$ cat src/rtl/board_vram_write_ctrl.sv
// Single writer for the 14x14x6 board VRAM: arbitrates game-logic cell writes and a full-board clear sweep.
// Latency: 1 cycle from accepted write (or sweep step) to vram_wren; sweep is COLS*ROWS cycles plus a done cycle.
// Backpressure: wr_ready low during the sweep and on a clr_start cycle; optional VGA_VBLANK_WRITE_EN gates all writes on vblank.
module board_vram_write_ctrl #(
    parameter int COLS = 14,
    parameter int ROWS = 14,
    parameter int DW   = 6,
    parameter int AW   = 8
) (
    input  logic          clk,
    input  logic          rst_n,
    input  logic          wr_valid,
    output logic          wr_ready,
    input  logic [3:0]    wr_x,
    input  logic [3:0]    wr_y,
    input  logic [DW-1:0] wr_data,
    input  logic          clr_start,
    input  logic [DW-1:0] clr_value,
    output logic          clr_busy,
    output logic          clr_done,
    output logic          err_range,
    input  logic          vblank,
    output logic [AW-1:0] vram_wraddress,
    output logic [DW-1:0] vram_data,
    output logic          vram_wren
);

    typedef enum logic {IDLE, CLEAR} state_t;

    localparam logic [AW-1:0] LAST   = AW'(COLS * ROWS - 1);
    localparam logic [AW-1:0] COLS_A = AW'(COLS);

    state_t        state;
    logic [AW-1:0] clr_cnt;
    logic [DW-1:0] clr_val;
    logic          sweep_end;
    logic          ready_en;
    logic          gate;
    logic          wr_acc;
    logic          in_range;
    logic [AW-1:0] x_ext;
    logic [AW-1:0] y_ext;
    logic [AW-1:0] lin_addr;

`ifdef VGA_VBLANK_WRITE_EN
    assign gate = vblank;
`else
    logic unused_vblank;
    assign unused_vblank = vblank;
    assign gate          = 1'b1;
`endif

    // ready_en keeps wr_ready low during reset and rises on the first clock after release
    assign wr_ready = ready_en & (state == IDLE) & ~clr_start & gate;
    assign wr_acc   = wr_valid & wr_ready;
    assign in_range = (32'(wr_x) < COLS) && (32'(wr_y) < ROWS);
    assign x_ext    = AW'(wr_x);
    assign y_ext    = AW'(wr_y);

    generate
        if (COLS == 14) begin : g_addr_shift
            assign lin_addr = (y_ext << 4) - (y_ext << 1) + x_ext;
        end else begin : g_addr_mul
            assign lin_addr = y_ext * COLS_A + x_ext;
        end
    endgenerate

    always_ff @(posedge clk or negedge rst_n) begin
        if (!rst_n) begin
            state          <= IDLE;
            clr_cnt        <= '0;
            clr_val        <= '0;
            sweep_end      <= 1'b0;
            ready_en       <= 1'b0;
            clr_busy       <= 1'b0;
            clr_done       <= 1'b0;
            err_range      <= 1'b0;
            vram_wraddress <= '0;
            vram_data      <= '0;
            vram_wren      <= 1'b0;
        end else begin
            ready_en  <= 1'b1;
            vram_wren <= 1'b0;
            err_range <= 1'b0;
            clr_done  <= 1'b0;
            case (state)
                IDLE: begin
                    if (clr_start) begin
                        state     <= CLEAR;
                        clr_val   <= clr_value;
                        clr_cnt   <= '0;
                        sweep_end <= 1'b0;
                        clr_busy  <= 1'b1;
                    end else if (wr_acc) begin
                        if (in_range) begin
                            vram_wren      <= 1'b1;
                            vram_wraddress <= lin_addr;
                            vram_data      <= wr_data;
                        end else begin
                            err_range <= 1'b1;
                        end
                    end
                end
                CLEAR: begin
                    // sweep_end marks the cycle showing the last wren; done follows one cycle later
                    if (sweep_end) begin
                        state     <= IDLE;
                        clr_busy  <= 1'b0;
                        clr_done  <= 1'b1;
                        sweep_end <= 1'b0;
                        clr_cnt   <= '0;
                    end else if (gate) begin
                        vram_wren      <= 1'b1;
                        vram_wraddress <= clr_cnt;
                        vram_data      <= clr_val;
                        if (clr_cnt == LAST) sweep_end <= 1'b1;
                        else                 clr_cnt   <= clr_cnt + 1'b1;
                    end
                end
                default: state <= IDLE;
            endcase
        end
    end

endmodule

$ cat config.mk
export PLATFORM = sky130hd
export DESIGN_NAME = board_vram_write_ctrl
export DESIGN_NICKNAME = d
export VERILOG_FILES = /design/src/rtl/board_vram_write_ctrl.sv
export SDC_FILE = /design/constraint.sdc
export NUM_CORES = 1
export LEC_CHECK = 0
export CAP_MARGIN = 20
export CORE_MARGIN = 5
export CORE_UTILIZATION = 50
export CTS_CLUSTER_SIZE = 40
export DETAILED_ROUTE_END_ITERATION = 7
export DONT_BUFFER_PORTS = 1
export PLACE_DENSITY_LB_ADDON = 0.12
export SYNTH_ARGS = -nofsm -noshare
export SYNTH_HDL_FRONTEND = slang
export SYNTH_SLANG_ARGS = --single-unit
$ cat constraint.sdc
create_clock -name clk -period 1.8 [get_ports clk]
set_clock_uncertainty 0.05 [all_clocks]
set_input_delay 0.45 -clock clk [delete_from_list [all_inputs] [get_ports clk]]
set_output_delay 0.45 -clock clk [all_outputs]
set_load 0.02 [all_outputs]
# After elaboration in Yosys (flattened, before gate mapping)
# Cells that the tools add are included.
[op_classes] addsub=3 magnitude_cmp=2 n_eq_ne=8 n_mux=34 n_bitwise=5 n_reduce_logical=5
[op_table] cell="two-way mux 8 bit" count=7
[op_table] cell="one-hot mux 8 bit (2 select lines)" count=2
[op_table] cell="two-way mux 6 bit" count=4
[op_table] cell="two-way mux 1 bit" count=16
[op_table] cell="one-hot mux 6 bit (2 select lines)" count=1
[op_table] cell="!= test 2 bit (second input constant)" count=5
[op_table] cell="adder 8 x 1 -> 8 bit (second input constant)" count=1
[op_table] cell="adder 8 x 4 -> 8 bit" count=1
[op_table] cell="equality test 8 bit (second input constant)" count=1
[op_table] cell="less-than comparator 4 bit (second input constant)" count=2
[op_table] cell="one-hot mux 1 bit (2 select lines)" count=4
[op_table] cell="subtractor 8 x 5 -> 8 bit" count=1
[op_table] cell="AND reduction 2 bit" count=3
[op_table] cell="AND reduction 4 bit" count=1
[op_table] cell="AND 1 bit" count=3
[op_table] cell="!= test 3 bit (second input constant)" count=1
[op_table] cell="!= test 2 x 1 -> 1 bit (second input constant)" count=1
[op_table] cell="inverter 1 bit" count=2
[op_table] cell="logical AND 1 bit" count=1
[totals] regBits=35 output_inout_bits=19

# Longest topological paths before layout
# Gate-level depths: netlist of the first run.
[logic_depth] ltp_word=7 ltp_mapped=8 depth_no_buf=7

# Worst setup path after synthesis of the first run
# No wires, ideal clock.
[synth_path] kind="input to register" startpoint="input wr_y[2]" endpoint="register vram_wraddress[5]" arrival_time_ns=1.643 required_time_ns=1.617 slack_ns=-0.026 path_stages=7 n_path_buf=0 cell_sequence="inv_1 -> ha_1 -> o211ai_1 -> a21boi_0 -> nor3_1 -> o311ai_0 -> nand2_1"
[synth_via] elab_chain_cells=6
[synth_rtl] item="from (decl)" line="15" source="input logic [3:0] wr_y,"
[synth_rtl] item="subtractor 8 x 5 -> 8 bit" line="62" source="assign lin_addr = (y_ext << 4) - (y_ext << 1) + x_ext;"
[synth_rtl] item="adder 8 x 4 -> 8 bit" line="62"
[synth_rtl] item="two-way mux 8 bit" line="95" source="if (in_range) begin"
[synth_rtl] item="two-way mux 8 bit" line="94" source="end else if (wr_acc) begin"
[synth_rtl] item="two-way mux 8 bit" line="88" source="if (clr_start) begin"
[synth_rtl] item="one-hot mux 8 bit (2 select lines)" line="86" source="case (state)"
[synth_rtl] item="to (signal assigned)" line="97" source="vram_wraddress <= lin_addr;"
[synth_rtl] item="to (signal assigned)" line="114" source="vram_wraddress <= clr_cnt;"
[synth_rtl] item="to (decl)" line="23" source="output logic [AW-1:0] vram_wraddress,"
# Several ways; a longest one is shown, not always the timed one. The select of a mux whose other input is x is not followed.
# A chain may end at the register's enable or synchronous reset.

# Final worst setup path of the first run
[layout_path] startpoint="register state" endpoint="output wr_ready"
[layout_via] elab_chain_cells=3
[layout_rtl] item="from (decl)" line="33" source="state_t state;"
[layout_rtl] item="from (signal assigned)" line="70" source="state <= IDLE;"
[layout_rtl] item="from (signal assigned)" line="89" source="state <= CLEAR;"
[layout_rtl] item="from (signal assigned)" line="107" source="state <= IDLE;"
[layout_rtl] item="inverter 1 bit (no source line)"
[layout_rtl] item="AND 1 bit (2 in a row)" line="54" source="assign wr_ready = ready_en & (state == IDLE) & ~clr_start & gate;"
[layout_rtl] item="to (decl)" line="13" source="output logic wr_ready,"
# Every way passes these cells.

==> flow_summary.rst, run 1 <==
.. list-table::
   :header-rows: 1

   * - Metric
     - Value
   * - Final period demand of the worst path
     - 1.696 ns
   * - Power per unit of standard cell area
     - 1333 mW/mm^2
   * - Data arrival, critical path
     - 1.20 ns
   * - Maximum resistive drop on vdd
     - 0.7243 mV
   * - Post-DP HPWL
     - 2875 um
   * - Ports
     - 44
   * - Total clock buffers created by CTS
     - 5
   * - Count of cells along the worst register-to-register path
     - 6
   * - Total negative slack for setup checks
     - 0 ns
   * - CP Data Required Time
     - 1.30 ns
   * - Met2 routed wirelength
     - 1928 um
   * - CTS max path bufs
     - 2
   * - Number of synthesized register bits
     - 35
   * - Total gr overflow
     - 0
   * - Netlist Area Pre-Place
     - 0.001851 sq mm
   * - Post-Place Setup Slack
     - -0.1226 ns
   * - Clock latency of the later-clocked register in the worst-skew pair
     - 0.28 ns
   * - Filler cells
     - 336
   * - Tot GR Track Use
     - 16.24%
   * - Vias in the first global route
     - 1366
   * - Clock Root Buffer
     - sky130_fd_sc_hd__clkbuf_8
   * - Delay of the slowest cell on the worst path
     - 0.49 ns
   * - Weighted congestion reported at the end of routability-driven placement
     - 0.8093
   * - Final WL
     - 3801 um
   * - Average footprint of a synthesized cell
     - 10.51 sq um
   * - Area growth from synthesis to final layout
     - 11.43%
   * - Number of cells produced by synthesis
     - 176
   * - Drt first pass iters
     - 4
   * - Maximum level of the CTS H-tree
     - 2
   * - Leak pwr
     - 0.9429 nW
   * - Crit path max fanout
     - 10
   * - Number of clock sinks
     - 35
   * - Cells traversed along the worst timing path
     - nor2_2 > and2_2
   * - Initial Util
     - 50.93%
   * - Max Clock Freq
     - 0.5895 GHz
   * - Cell with the largest stage delay on the worst path
     - sky130_fd_sc_hd__dfrtp_1
   * - Length of routed wiring on met1
     - 1580 um
   * - Count of synthesis-stage warnings from yosys
     - 0
   * - Die Y
     - 70.84 um
   * - Most used DFF post-synth
     - sky130_fd_sc_hd__dfrtp_1
   * - Launch instance of the worst register-to-register path
     - state
   * - Crit path depth
     - 2
   * - Number of nets in the final layout
     - 220
   * - CP Launch Type
     - register
   * - Worst hold stages
     - 1
   * - Avg Vias per Cell
     - 5.597
   * - Result of the run
     - completed
   * - Kind of cell adding the most delay to the critical path
     - flip-flops
   * - RSZ-0062 raised after global routing
     - false
   * - Kind of end point of the critical path
     - primary output
   * - Area enclosed by the die boundary
     - 0.005018 sq mm
   * - TritonCTS clock tree
     - done
   * - Async set or reset register ratio after synthesis
     - 100.0%
   * - Buffers added on ports
     - 0
   * - WL per Instance
     - 15.97 um
   * - Count of nets left with antenna violations after detail routing
     - 0
   * - Largest net degree at the start of global routing
     - 36
   * - Overall die width
     - 70.84 um
   * - Drt first-iter violations
     - 45
   * - Core area
     - 0.003633 sq mm
   * - Via count
     - 1332
   * - Path type of the worst setup path
     - register to primary output
   * - Top metal layer carrying routed signals
     - met4
   * - Initial antenna violation count
     - 0
   * - Setup ws final
     - 0.1035 ns
   * - Sequential cell area in the final layout
     - 875.8 sq um
   * - Floorplan row count
     - 22
   * - Number of flops mapped to enable cells by yosys
     - 0
   * - Cell area after placement
     - 0.001943 sq mm
   * - Final design area excluding fillers
     - 0.002062 sq mm
   * - Max-capacitance violation count
     - 0
   * - Setup-violating endpoint count in the final report
     - 0
   * - Share of synthesized area occupied by flip-flops and latches
     - 47.33%
   * - Combined buffer and inverter count along the critical path
     - 0
   * - Hold slack
     - 0.2173 ns
   * - Area taken by multi-input logic gates
     - 892.1 sq um
   * - Worst min path class
     - primary input to register
   * - Clock-pin transition on the worst setup and hold timing paths
     - 0.07 ns
   * - Wire length of the first global-routing pass
     - 6451 um
   * - Period utilisation layout
     - 94.25%
   * - Number of diodes added for antenna fixing
     - 0
   * - Hold Crit Start
     - clr_start
   * - Total count of hold-check failures in the final report
     - 0
   * - Number of different library cells in the post-synthesis netlist
     - 46
   * - Crit path from
     - state
   * - # DRC
     - 0
   * - Wire length on met3
     - 246 um
   * - Number of nets produced by synthesis
     - 207
   * - Number of slew-limit violations in the final report
     - 0
   * - Buffer count from post-CTS setup fixing
     - 0
   * - Fraction of layout instances using a drive strength above 1
     - 19.47%
-- area by class of cell --
| class | count | share of cell area [%] |
|---|---|---|
| multi-input combinational | 128 | 43.26 |
| tap | 48 | 2.913 |
| inverter | 7 | 1.517 |
| sequential | 35 | 42.48 |
| clock buffer | 6 | 3.519 |
| timing repair buffer | 12 | 5.704 |
| clock inverter | 2 | 0.6068 |
-- through the flow --
step	utilization, %	total power, W	std cells
finish	56.75	0.002748	238
global route	56.75	0.002953	238
CTS	56.68	0.002786	238
detailed placement	53.48	0.002199	228
global placement	53.48	0.002145	228
floorplan	-	0.002010	176
-- cells in the final DEF, fill, tap and decap left out, types with 2 or more instances in the layout --
| cell | n |
|---|---|
| sky130_fd_sc_hd__a31oi_1 | 2 |
| sky130_fd_sc_hd__nand2b_1 | 3 |
| sky130_fd_sc_hd__nor2_1 | 15 |
| sky130_fd_sc_hd__a21oi_2 | 4 |
| sky130_fd_sc_hd__nor2b_1 | 2 |
| sky130_fd_sc_hd__ha_1 | 6 |
| sky130_fd_sc_hd__dfrtp_1 | 35 |
| sky130_fd_sc_hd__mux2_2 | 6 |
| sky130_fd_sc_hd__mux2i_1 | 8 |
| sky130_fd_sc_hd__o21a_1 | 4 |
| sky130_fd_sc_hd__o21ai_0 | 11 |
| sky130_fd_sc_hd__buf_4 | 9 |
| sky130_fd_sc_hd__a211oi_1 | 2 |
| sky130_fd_sc_hd__nand2_1 | 19 |
| sky130_fd_sc_hd__nand3_1 | 3 |
| sky130_fd_sc_hd__clkbuf_8 | 5 |
| sky130_fd_sc_hd__or2_2 | 2 |
| sky130_fd_sc_hd__xor2_1 | 3 |
| sky130_fd_sc_hd__a21oi_1 | 5 |
| sky130_fd_sc_hd__xnor2_1 | 4 |
| sky130_fd_sc_hd__buf_12 | 2 |
| sky130_fd_sc_hd__or3_1 | 2 |
| sky130_fd_sc_hd__inv_1 | 6 |
| sky130_fd_sc_hd__nor3_1 | 5 |
-- registers in the layout (all words and copies together), names as in the netlist --
signal	flops
clr_done	1
vram_data	6
clr_val	6
vram_wraddress	8
err_range	1
clr_busy	1
ready_en	1
sweep_end	1
vram_wren	1
clr_cnt	8
state	1
-- metal layers --
| layer | global-route usage, % | up-vias |
|---|---|---|
| met5 | 0 | - |
| met4 | 4.384 | 0 |
| met3 | 6.534 | 5 |
| met2 | 27.39 | 40 |
| met1 | 19.19 | 648 |
| li1 | - | 639 |
-- report_power, final --
group / total [W] / leakage, nW / internal [W] / switching [W]
clock network: 0.000555 / 0.0412 / 0.000270 / 0.000284
logic: 0.000693 / 0.476 / 0.000365 / 0.000328
registers: 0.00150 / 0.426 / 0.00107 / 0.000431
total: 0.00275 / 0.943 / 0.00170 / 0.00104
-- cell usage after synthesis, drive strengths merged (2+ instances only) --
cell | count | area (sq um)
clkbuf | 2 | 7.510
mux2 | 6 | 67.56
or2 | 2 | 12.51
dfrtp | 35 | 875.8
mux2i | 8 | 80.08
a21oi | 9 | 60.05
nor2b | 3 | 26.27
nor2 | 17 | 71.32
buf | 4 | 47.54
ha | 6 | 75.07
nand2b | 3 | 18.77
a31oi | 2 | 12.51
nor3 | 5 | 25.02
xor2 | 3 | 26.28
o21ai | 12 | 60.05
o311ai | 2 | 17.52
a211oi | 2 | 15.01
nand3 | 3 | 15.01
xnor2 | 4 | 35.03
and2 | 2 | 12.51
or3 | 2 | 12.51
nand2 | 19 | 71.32
o21a | 4 | 30.03
inv | 6 | 22.52
-- path summary, 6_finish.rpt --
| check | slack, ns | end |
|---|---|---|
| setup / recovery | 0.10 | wr_ready |
| hold / removal | 0.22 | clr_cnt[4] |
| setup reg to reg | 0.18 | clr_cnt[7] |
| hold reg to reg | 0.46 | clr_val[2] |
| max in group asynchronous | 0.96 | vram_wraddress[7] |
| min in group asynchronous | 0.56 | vram_wraddress[3] |
-- worst reg2reg max path, cell delays in order, from the launching register on --
cell	delay, ns
sky130_fd_sc_hd__dfrtp_1	0.52
sky130_fd_sc_hd__buf_4	0.24
sky130_fd_sc_hd__o2111ai_1	0.20
sky130_fd_sc_hd__nor2_1	0.21
sky130_fd_sc_hd__nand3_1	0.11
sky130_fd_sc_hd__xor2_1	0.15
sky130_fd_sc_hd__nor2_1	0.05
-- what timing repair did --
action / in CTS / in global routing
cloned: 0 / 0
endpoints found under the setup margin: 1 / 1
resized for setup: 1 / 1
hold buffers: 2 / 0
endpoints found under the hold margin: 35 / 0
-- cell families (layout without fill, tap and decap cells) --
logic type                 after synthesis  in the layout  synth area share (%)
muxes                                   14             14                 7.978
and+or+nand+nor                         62             62                 17.85
adders and majority gates                6              6                 4.057
other                                    1              1                0.2026
xor gates and xnor gates                 7              7                 3.313
AOI/OAI and AO/OA                       38             38                 14.60
buffers and inverters                   13             27                 4.665
DFF                                     35             35                 47.33
No activity file was read; power rests on OpenSTA's default activity.
==> run 2, diff against run 1 <==
Settings changed: CTS_CLUSTER_SIZE 40 to 10, TNS_END_PERCENT from default to 50.
==> results of run 2 <==
Final layout, timing and power as in run 1 (identical DEF).
